<file path="src/rtl/draw_arbiter.sv">
// draw_arbiter: shares the single rectangle drawer between the left paddle
// (requester 0), the right paddle (requester 1) and the ball (requester 2).
// After reset it clears the whole screen once. It then grants one requester
// at a time in round-robin order, draws its rectangle and pulses req_ready
// to release it to its next position update.
//
// Build option: define DRAW_ARB_ERASE_EN to erase a requester's previously
// drawn rectangle (in BG_COLOR) before drawing it at a new position.
//
// Handshake: a drawer command transfers on a rising clock edge where d_valid
// and d_ready are both high. d_valid and all command fields hold steady until
// that edge, and d_valid drops the cycle after. d_done pulses once, some
// cycles after the transfer, when that rectangle is finished.
//
// Every output is a flop loaded from the next-state decode, so all outputs
// are 0 while reset is asserted. state_dbg shows the current FSM state.
module draw_arbiter #(
  parameter logic [8:0] SCREEN_WIDTH  = 9'd320,
  parameter logic [8:0] SCREEN_HEIGHT = 9'd240,
  parameter logic [8:0] PADDLE_WIDTH  = 9'd10,
  parameter logic [8:0] PADDLE_HEIGHT = 9'd48,
  parameter logic [8:0] BALL_WIDTH    = 9'd4,
  parameter logic [8:0] BALL_HEIGHT   = 9'd4,
  parameter logic [2:0] BG_COLOR      = 3'b000
) (
  input  logic        clock,
  input  logic        reset,
  input  logic [2:0]  req_valid,
  input  logic [26:0] req_x,
  input  logic [26:0] req_y,
  input  logic [8:0]  req_color,
  output logic [2:0]  req_ready,
  output logic        d_valid,
  input  logic        d_ready,
  input  logic        d_done,
  output logic [8:0]  d_x,
  output logic [8:0]  d_y,
  output logic [8:0]  d_w,
  output logic [8:0]  d_h,
  output logic [2:0]  d_color,
  output logic        busy,
  output logic [15:0] frames_drawn,
  output logic [3:0]  state_dbg
);

  typedef enum logic [3:0] {
    S_INIT       = 4'd0,
    S_CLEAR_REQ  = 4'd1,
    S_CLEAR_WAIT = 4'd2,
    S_IDLE       = 4'd3,
    S_ERASE_REQ  = 4'd4,
    S_ERASE_WAIT = 4'd5,
    S_DRAW_REQ   = 4'd6,
    S_DRAW_WAIT  = 4'd7,
    S_ACK        = 4'd8
  } state_t;

  state_t      state_q, state_d;
  logic [1:0]  rr_q, rr_d;
  logic [1:0]  grant_q, grant_d;
  logic [8:0]  cmd_x_q, cmd_x_d;
  logic [8:0]  cmd_y_q, cmd_y_d;
  logic [2:0]  cmd_c_q, cmd_c_d;
  logic [2:0]  drawn_q, drawn_d;
  logic [15:0] frames_q, frames_d;

  logic        d_valid_q, d_valid_d;
  logic [8:0]  d_x_q, d_x_d, d_y_q, d_y_d, d_w_q, d_w_d, d_h_q, d_h_d;
  logic [2:0]  d_color_q, d_color_d;
  logic [2:0]  req_ready_q, req_ready_d;
  logic        busy_q, busy_d;

  logic [8:0]  rx [3];
  logic [8:0]  ry [3];
  logic [2:0]  rc [3];
  logic [1:0]  pick, p1, p2;
  logic        erase_needed;

`ifdef DRAW_ARB_ERASE_EN
  logic [8:0]  old_x_q [3];
  logic [8:0]  old_x_d [3];
  logic [8:0]  old_y_q [3];
  logic [8:0]  old_y_d [3];
`endif

  function automatic logic [8:0] size_w(input logic [1:0] g);
    return (g == 2'd2) ? BALL_WIDTH : PADDLE_WIDTH;
  endfunction

  function automatic logic [8:0] size_h(input logic [1:0] g);
    return (g == 2'd2) ? BALL_HEIGHT : PADDLE_HEIGHT;
  endfunction

  // Split the packed requester buses and pick the round-robin winner.
  always_comb begin
    for (int i = 0; i < 3; i++) begin
      rx[i] = req_x[9*i +: 9];
      ry[i] = req_y[9*i +: 9];
      rc[i] = req_color[3*i +: 3];
    end
    p1 = (rr_q == 2'd2) ? 2'd0 : rr_q + 2'd1;
    p2 = (p1 == 2'd2) ? 2'd0 : p1 + 2'd1;
    if (req_valid[rr_q])    pick = rr_q;
    else if (req_valid[p1]) pick = p1;
    else                    pick = p2;
`ifdef DRAW_ARB_ERASE_EN
    erase_needed = drawn_q[pick] &&
                   ((rx[pick] != old_x_q[pick]) || (ry[pick] != old_y_q[pick]));
`else
    erase_needed = 1'b0;
`endif
  end

  // Next-state logic: startup clear, grant, erase/draw sequencing, ack.
  always_comb begin
    state_d  = state_q;
    rr_d     = rr_q;
    grant_d  = grant_q;
    cmd_x_d  = cmd_x_q;
    cmd_y_d  = cmd_y_q;
    cmd_c_d  = cmd_c_q;
    drawn_d  = drawn_q;
    frames_d = frames_q;
`ifdef DRAW_ARB_ERASE_EN
    old_x_d  = old_x_q;
    old_y_d  = old_y_q;
`endif
    case (state_q)
      S_INIT:       state_d = S_CLEAR_REQ;
      S_CLEAR_REQ:  if (d_ready) state_d = S_CLEAR_WAIT;
      S_CLEAR_WAIT: if (d_done) state_d = S_IDLE;
      S_IDLE: begin
        if (|req_valid) begin
          grant_d = pick;
          cmd_x_d = rx[pick];
          cmd_y_d = ry[pick];
          cmd_c_d = rc[pick];
          state_d = erase_needed ? S_ERASE_REQ : S_DRAW_REQ;
        end
      end
      S_ERASE_REQ:  if (d_ready) state_d = S_ERASE_WAIT;
      S_ERASE_WAIT: if (d_done) state_d = S_DRAW_REQ;
      S_DRAW_REQ:   if (d_ready) state_d = S_DRAW_WAIT;
      S_DRAW_WAIT: begin
        if (d_done) begin
          drawn_d[grant_q] = 1'b1;
          frames_d         = frames_q + 16'd1;
`ifdef DRAW_ARB_ERASE_EN
          old_x_d[grant_q] = cmd_x_q;
          old_y_d[grant_q] = cmd_y_q;
`endif
          state_d = S_ACK;
        end
      end
      S_ACK: begin
        rr_d    = (grant_q == 2'd2) ? 2'd0 : grant_q + 2'd1;
        state_d = S_IDLE;
      end
      default: state_d = S_INIT;
    endcase
  end

  // Output decode from the state being entered, registered with the state.
  always_comb begin
    d_valid_d   = 1'b0;
    d_x_d       = '0;
    d_y_d       = '0;
    d_w_d       = '0;
    d_h_d       = '0;
    d_color_d   = '0;
    req_ready_d = '0;
    busy_d      = (state_d != S_IDLE);
    case (state_d)
      S_CLEAR_REQ: begin
        d_valid_d = 1'b1;
        d_w_d     = SCREEN_WIDTH;
        d_h_d     = SCREEN_HEIGHT;
        d_color_d = BG_COLOR;
      end
`ifdef DRAW_ARB_ERASE_EN
      S_ERASE_REQ: begin
        d_valid_d = 1'b1;
        d_x_d     = old_x_q[grant_d];
        d_y_d     = old_y_q[grant_d];
        d_w_d     = size_w(grant_d);
        d_h_d     = size_h(grant_d);
        d_color_d = BG_COLOR;
      end
`endif
      S_DRAW_REQ: begin
        d_valid_d = 1'b1;
        d_x_d     = cmd_x_d;
        d_y_d     = cmd_y_d;
        d_w_d     = size_w(grant_d);
        d_h_d     = size_h(grant_d);
        d_color_d = cmd_c_d;
      end
      S_ACK:   req_ready_d[grant_d] = 1'b1;
      default: ;
    endcase
  end

  // State, command and output registers.
  always_ff @(posedge clock or posedge reset) begin
    if (reset) begin
      state_q     <= S_INIT;
      rr_q        <= '0;
      grant_q     <= '0;
      cmd_x_q     <= '0;
      cmd_y_q     <= '0;
      cmd_c_q     <= '0;
      drawn_q     <= '0;
      frames_q    <= '0;
      d_valid_q   <= 1'b0;
      d_x_q       <= '0;
      d_y_q       <= '0;
      d_w_q       <= '0;
      d_h_q       <= '0;
      d_color_q   <= '0;
      req_ready_q <= '0;
      busy_q      <= 1'b0;
`ifdef DRAW_ARB_ERASE_EN
      for (int i = 0; i < 3; i++) begin
        old_x_q[i] <= '0;
        old_y_q[i] <= '0;
      end
`endif
    end else begin
      state_q     <= state_d;
      rr_q        <= rr_d;
      grant_q     <= grant_d;
      cmd_x_q     <= cmd_x_d;
      cmd_y_q     <= cmd_y_d;
      cmd_c_q     <= cmd_c_d;
      drawn_q     <= drawn_d;
      frames_q    <= frames_d;
      d_valid_q   <= d_valid_d;
      d_x_q       <= d_x_d;
      d_y_q       <= d_y_d;
      d_w_q       <= d_w_d;
      d_h_q       <= d_h_d;
      d_color_q   <= d_color_d;
      req_ready_q <= req_ready_d;
      busy_q      <= busy_d;
`ifdef DRAW_ARB_ERASE_EN
      old_x_q     <= old_x_d;
      old_y_q     <= old_y_d;
`endif
    end
  end

  assign d_valid      = d_valid_q;
  assign d_x          = d_x_q;
  assign d_y          = d_y_q;
  assign d_w          = d_w_q;
  assign d_h          = d_h_q;
  assign d_color      = d_color_q;
  assign req_ready    = req_ready_q;
  assign busy         = busy_q;
  assign frames_drawn = frames_q;
  assign state_dbg    = state_q;

endmodule
</file>
<file path="config.mk">
export PLATFORM = sky130hd
export DESIGN_NAME = draw_arbiter
export DESIGN_NICKNAME = d
export VERILOG_FILES = /design/src/rtl/draw_arbiter.sv
export SDC_FILE = /design/constraint.sdc
export NUM_CORES = 1
export LEC_CHECK = 0
export CORE_ASPECT_RATIO = 0.7
export CORE_MARGIN = 4
export CORE_UTILIZATION = 35
export DETAILED_ROUTE_END_ITERATION = 10
export HOLD_SLACK_MARGIN = 0.05
export PLACE_DENSITY = 0.61
export SETUP_SLACK_MARGIN = 0.2
export SYNTH_ARGS = -nofsm -noshare
export SYNTH_HDL_FRONTEND = slang
export SYNTH_SLANG_ARGS = --single-unit
</file>
<file path="constraint.sdc">
create_clock -name clock -period 3.2 [get_ports clock]
set_clock_uncertainty 0.05 [all_clocks]
set_input_delay 0.64 -clock clock [delete_from_list [all_inputs] [get_ports clock]]
set_output_delay 0.64 -clock clock [all_outputs]
set_load 0.01 [all_outputs]
</file>
## Yosys cells after proc, flatten, opt, wreduce, memory -nomap -nowiden

Cells that the tools add are included.

| word-level totals | value |
|---|---|
| register bits | 89 |
| bits in latches | 0 |
| bits in writable memories | 0 |
| memory bits (read-only) | 0 |
| output and inout bits | 64 |
| word-level logic and storage cells | 91 |
| memories | 0 |

| cells by class | value |
|---|---|
| add/sub/neg operators | 4 |
| multipliers | 0 |
| div/mod/pow operators | 0 |
| $lt $le $gt $ge | 5 |
| equality and inequality tests | 16 |
| shifts and indexed selects | 0 |
| multiplexer cells | 45 |
| bitwise operators | 1 |
| reductions and logical operators | 5 |

Operator list:

| cell | number |
|---|---|
| 9-bit two-way mux | 10 |
| 9-bit binary-select mux with 2-bit select | 2 |
| 4-bit one-hot mux with 9 select lines | 1 |
| 4-bit two-way mux | 8 |
| 4-bit by 3-bit equality test with 1-bit output, second input constant | 5 |
| 3-bit two-way mux | 6 |
| 9-bit one-hot mux with 2 select lines | 1 |
| 16-bit by 1-bit adder with 16-bit output, second input constant | 1 |
| 8-bit one-hot mux with 2 select lines | 1 |
| 2-bit two-way mux | 7 |
| 2-bit by 3-bit < comparator with 1-bit output, second input constant | 3 |
| 2-bit equality test, second input constant | 4 |
| 4-bit by 1-bit equality test with 1-bit output, second input constant | 2 |
| 4-bit by 2-bit equality test with 1-bit output, second input constant | 2 |
| 4-bit equality test, second input constant | 2 |
| 2-bit by 1-bit adder with 2-bit output, second input constant | 3 |
| 3-bit binary-select mux with 2-bit select | 1 |
| 6-bit two-way mux | 1 |
| 1-bit binary-select mux with 2-bit select | 2 |
| 4-bit logical NOT | 1 |
| 1-bit two-way mux | 4 |
| 4-bit by 2-bit inequality test with 1-bit output, second input constant | 1 |
| 3-bit >= comparator, second input constant | 1 |
| 2-bit NOT with 3-bit output | 1 |
| other kinds (6) | 6 |

## Longest topological paths before layout

| logic depth | value |
|---|---|
| depth after elaboration | 13 |
| mapped depth | 8 |
| gate-level depth less buffers | 6 |

## Worst setup path before layout

Ideal clock, no wire load.

| timing path | value |
|---|---|
| kind | input to register |
| from | in req_valid[1] |
| to | reg d_color_q[1], in the netlist d_color[1] |
| library setup time | 0.122 ns |
| arrival time | 1.802 ns |
| setup slack | 1.226 ns |
| stages on the path | 6 |
| buffers on the path | 1 |
| path through | or3_1 o221ai_2 a22o_1 nand3b_4 buf_6 nor2b_4 |

| between the ends | value |
|---|---|
| elaborated cells between the ends (all ways) | 17 |
| those cells by class | eq/ne (1); mux (14); bitwise (1); reduce/logical (1) |

RTL lines:

| item | RTL line | source |
|---|---|---|
| from (decl) | 28 | `input logic [2:0] req_valid,` |
| 3-bit OR reduction | 133 | `if (\|req_valid) begin` |
| 4-bit two-way mux | 133 |  |
| 4-bit one-hot mux with 9 select lines | 128 | `case (state_q)` |
| net state_d[0] | 58 | `state_t state_q, state_d;` |
| 4-bit by 3-bit equality test with 1-bit output | 173 | `case (state_d)` |
| 3-bit two-way mux | 173 |  |
| net d_color_d[1] | 69 | `logic [2:0] d_color_q, d_color_d;` |
| to (signal assigned) | 242 | `d_color_q <= d_color_d;` |
| to (decl) | 69 |  |

The timed path passes the listed nets, and every way through them passes these cells. The select of a mux whose other input is x is not followed.
A chain may end at the register's enable or synchronous reset.

## Final worst setup path

| timing path | value |
|---|---|
| from | in req_valid[0] |
| to | reg d_w_q[3], in the netlist d_w[3] |

| between the ends | value |
|---|---|
| elaborated cells between the ends (all ways) | 16 |
| those cells by class | eq/ne (3); mux (12); reduce/logical (1) |

RTL lines:

| item | RTL line | source |
|---|---|---|
| 3-bit OR reduction (*) | 133 |  |
| 4-bit two-way mux (*) | 133 |  |
| 4-bit one-hot mux with 9 select lines (*) | 128 |  |
| net state_d[0] | 58 |  |
| 4-bit by 3-bit equality test with 1-bit output / 4-bit by 1-bit equality test with 1-bit output (equally long branches) | 173 |  |
| 9-bit one-hot mux with 2 select lines (*) | 173 |  |
| to (signal assigned) | 240 | `d_w_q <= d_w_d;` |
| to (decl) | 68 | `logic [8:0] d_x_q, d_x_d, d_y_q, d_y_d, d_w_q, d_w_d, d_h_q, d_h_d;` |

The timed path passes the listed nets; every way through them passes the cells marked *. The select of a mux whose other input is x is not followed.

==> results.toml <==
[floorplan]
die_x_um = 141
die_h_um = 101
io_pins = 134
row_count = 33
dieArea_um2 = 14200
core_area_um2 = 11900
start_util_pct = 36.4

[clocking]
clkLatencyLatePin_ns = 0.33
ctsLongestPathBuffers = 2
root_buffer = "clkbuf_16"
cts_resized = 0
post-cts-setup-buffer-count = 0
cts-buffers-inserted = 9
hold_buffers = 0
htree_levels = 3
clk_pin_slew_ns = 0.06
cts_tree = "built"
cts.sinks = 75

[yosys]
syn-cell-area_um2 = 4330
synth.largest_area_cell = "dfrtp_1"
synth_top_cell_area_share_pct = 43.4
seq_area_frac_synth_pct = 43.4
ys_types = 55
synth_area_leaders = "dfrtp_1 43%, a22o_4 7.3%, o22ai_2 6.1%, nor2b_4 5.7%, o221ai_1 4.5%"
synth_edf_count = 0
synth_most_common_cell = "dfrtp_1"
yosys_register_bits = 75
postSynth.asyncResetShare_pct = 100
syn_area_per_cell_um2 = 11.7
yosys_warnings = 0
synthCells = 370
ys.flop_type = "dfrtp_1"
ys_top_cells_by_count = "75 x dfrtp_1, 27 x inv_1, 24 x nand3_1"

[placed_design]
routabilityCongestion = 0.771
place_area_um2 = 5620
hpwlAfterDp_um = 7910
io_buffers = 125

[worst_hold_path]
min_to = "frames_drawn[15]"
min_path_type = "register to register"
hold_depth = 1
min_from = "frames_drawn[15]"

[cells_and_area]
num-nets-final = 548
regArea_um2 = 1880
drive_above_1_share_pct = 21.8
multi_input_area_um2 = 2060
nFillCells = 1049
n_antenna_cell = 0
final_cell_area_um2 = 6000
syn_to_final_growth_pct = 38.5

[drt]
drtPass1Iterations = 4
post_drt_wl_per_cell_um = 18.1
wirelength_um = 11600
dr_total_vias = 3261
viasPerCell = 5.10
ant_nets = 0
drc = 0
first_iter_violations = 195

[timing]
finalCriticalPeriod_ns = 2.39
hold_viol_final = 0
finalMaxSlewViolations = 0
setup_viol = 0
setup_tns_ns = 0
fin_crit_sh_pct = 74.8
grt_setup_unrepaired = "false"
fmax_mhz = 418

[setup_path]
slowest_delay_ns = 0.52
worst-r2r-cell-count = 7
cp.arrival_ns = 2.55
r2r_end = "d_y[8]"
critical_path_class = "input pin to register"
worstPathCellList = "clkdlybuf4s50_1 -> or3_1 -> o221ai_2 -> a22o_1 -> nand3b_4 -> buf_12 -> nor2_1"
crit_buf_inv = 2
regToRegSetupSlack_ns = 1.15
r2r-start = "state_dbg[2]"
cp-end-kind = "register"
crit_family = "buffers and inverters"
cp_slowest_cell = "clkdlybuf4s50_1"
crit_required_ns = 3.36
critPathLaunchType = "input pin"
crit_path_max_fanout = 16

[global_routing]
grt_use_total_pct = 16.9
grt.overflow.total = 0
grt_max_degree = 57
antenna_found_initial = 0
grt_pass1_vias = 3470
grt_pass1_wl_um = 18700

[job]
maxCapViolations = 0

[pwr]
seq_power_share_pct = 27.0
pwr-share-comb_pct = 50.9
peakVddDrop_mv = 0.544
p_sw_share_pct = 35.4
p_per_area_nw_per_um2 = 947
switching_power_mw = 2.01
p_leak_nw = 2.52
clkPwrFrac_pct = 22.1
intPower_mw = 3.67

[status]
status = "finished, final reports clean"
-- state kept, by name, summed over array words and instances, names as in the netlist, 4 cells and up --
signal / count
state_dbg: 4
frames_drawn: 16
cmd_x_q: 9
d_y: 9
cmd_y_q: 9
d_x: 9
-- routing by layer --
metal | part of all wire [%] | global-route usage [%] | wire (µm) | vias up
met3 | 8.2 | 6.35 | 951 | 13
li1 | - | - | - | 1538
met5 | 0 | 0 | 0 | -
met1 | 46 | 22.2 | 5310 | 1590
met2 | 44 | 26.1 | 5130 | 120
met4 | 1.6 | 5.29 | 180 | 0
-- cells in the final DEF, fill, tap and decap left out, drive strengths merged, types with 4 or more instances in the layout --
master and count:
clkdlybuf4s50 125, dfrtp 75, inv 26, nand3 25, o221ai 23, nor2b 23, o22ai 22, a22o 22
o211ai 21, nand2 15, xnor2 12, clkbuf 12, buf 11, conb 8, nor2 8, nand4 5
bufinv 4, mux2 4, o21ai 4
-- power groups by stage --
stage | Clock [mW] | Sequential (mW) | Combinational (mW)
4_1_cts | 1.28 | 1.54 | 2.93
3_3_place_gp | 0 | 1.55 | 2.87
6_report | 1.25 | 1.53 | 2.89
3_5_place_dp | 0 | 1.55 | 2.92
5_1_grt | 1.34 | 1.58 | 3.11
2_1_floorplan | 0 | 1.54 | 2.08
-- cell families after synthesis --
group | after synthesis | synth area share [%]
mux | 5 | 1.27
fa+ha+maj | 1 | 0.289
buf+inv | 74 | 9.83
simple gates | 100 | 17.3
other cells | 1 | 0.0866
flops | 75 | 43.4
xor+xnor | 15 | 3.04
compound gates | 99 | 24.8
-- layout make-up --
class | instances | area share (%)
Clock buffer | 12 | 4.28
Multi-Input combinational cell | 228 | 34.3
Timing Repair Buffer | 136 | 23.1
Clock inverter | 4 | 2.00
Sequential cell | 75 | 31.3
Tap cell | 157 | 3.28
Inverter | 27 | 1.71
-- per-stage QoR --
stage                     setup WS [ns]  total power [mW]  std cells  util [%]  hold slack, ns
after floorplan                   0.600              3.62        377         -           0.414
after detailed placement          0.450              4.47        623      47.3           0.413
final                             0.807              5.68        639      50.4           0.425
after global routing              0.710              6.03        639      50.4           0.444
after CTS                         0.802              5.75        639      50.4           0.430
after global placement            0.496              4.42        623      47.3           0.417
-- worst max path at each step --
stage,startpoint,to,slack (ns),cells after the start
2_1_floorplan,reset,busy,0.60,1
3_3_place_gp,req_valid[0],d_w[3],0.50,7
3_5_place_dp,req_valid[0],d_w[3],0.45,7
4_1_cts,req_valid[0],d_w[3],0.80,7
5_1_grt,req_valid[0],d_w[3],0.71,7
6_report,req_valid[0],d_w[3],0.81,7
Note: power is estimated with default switching activity, not from simulation.
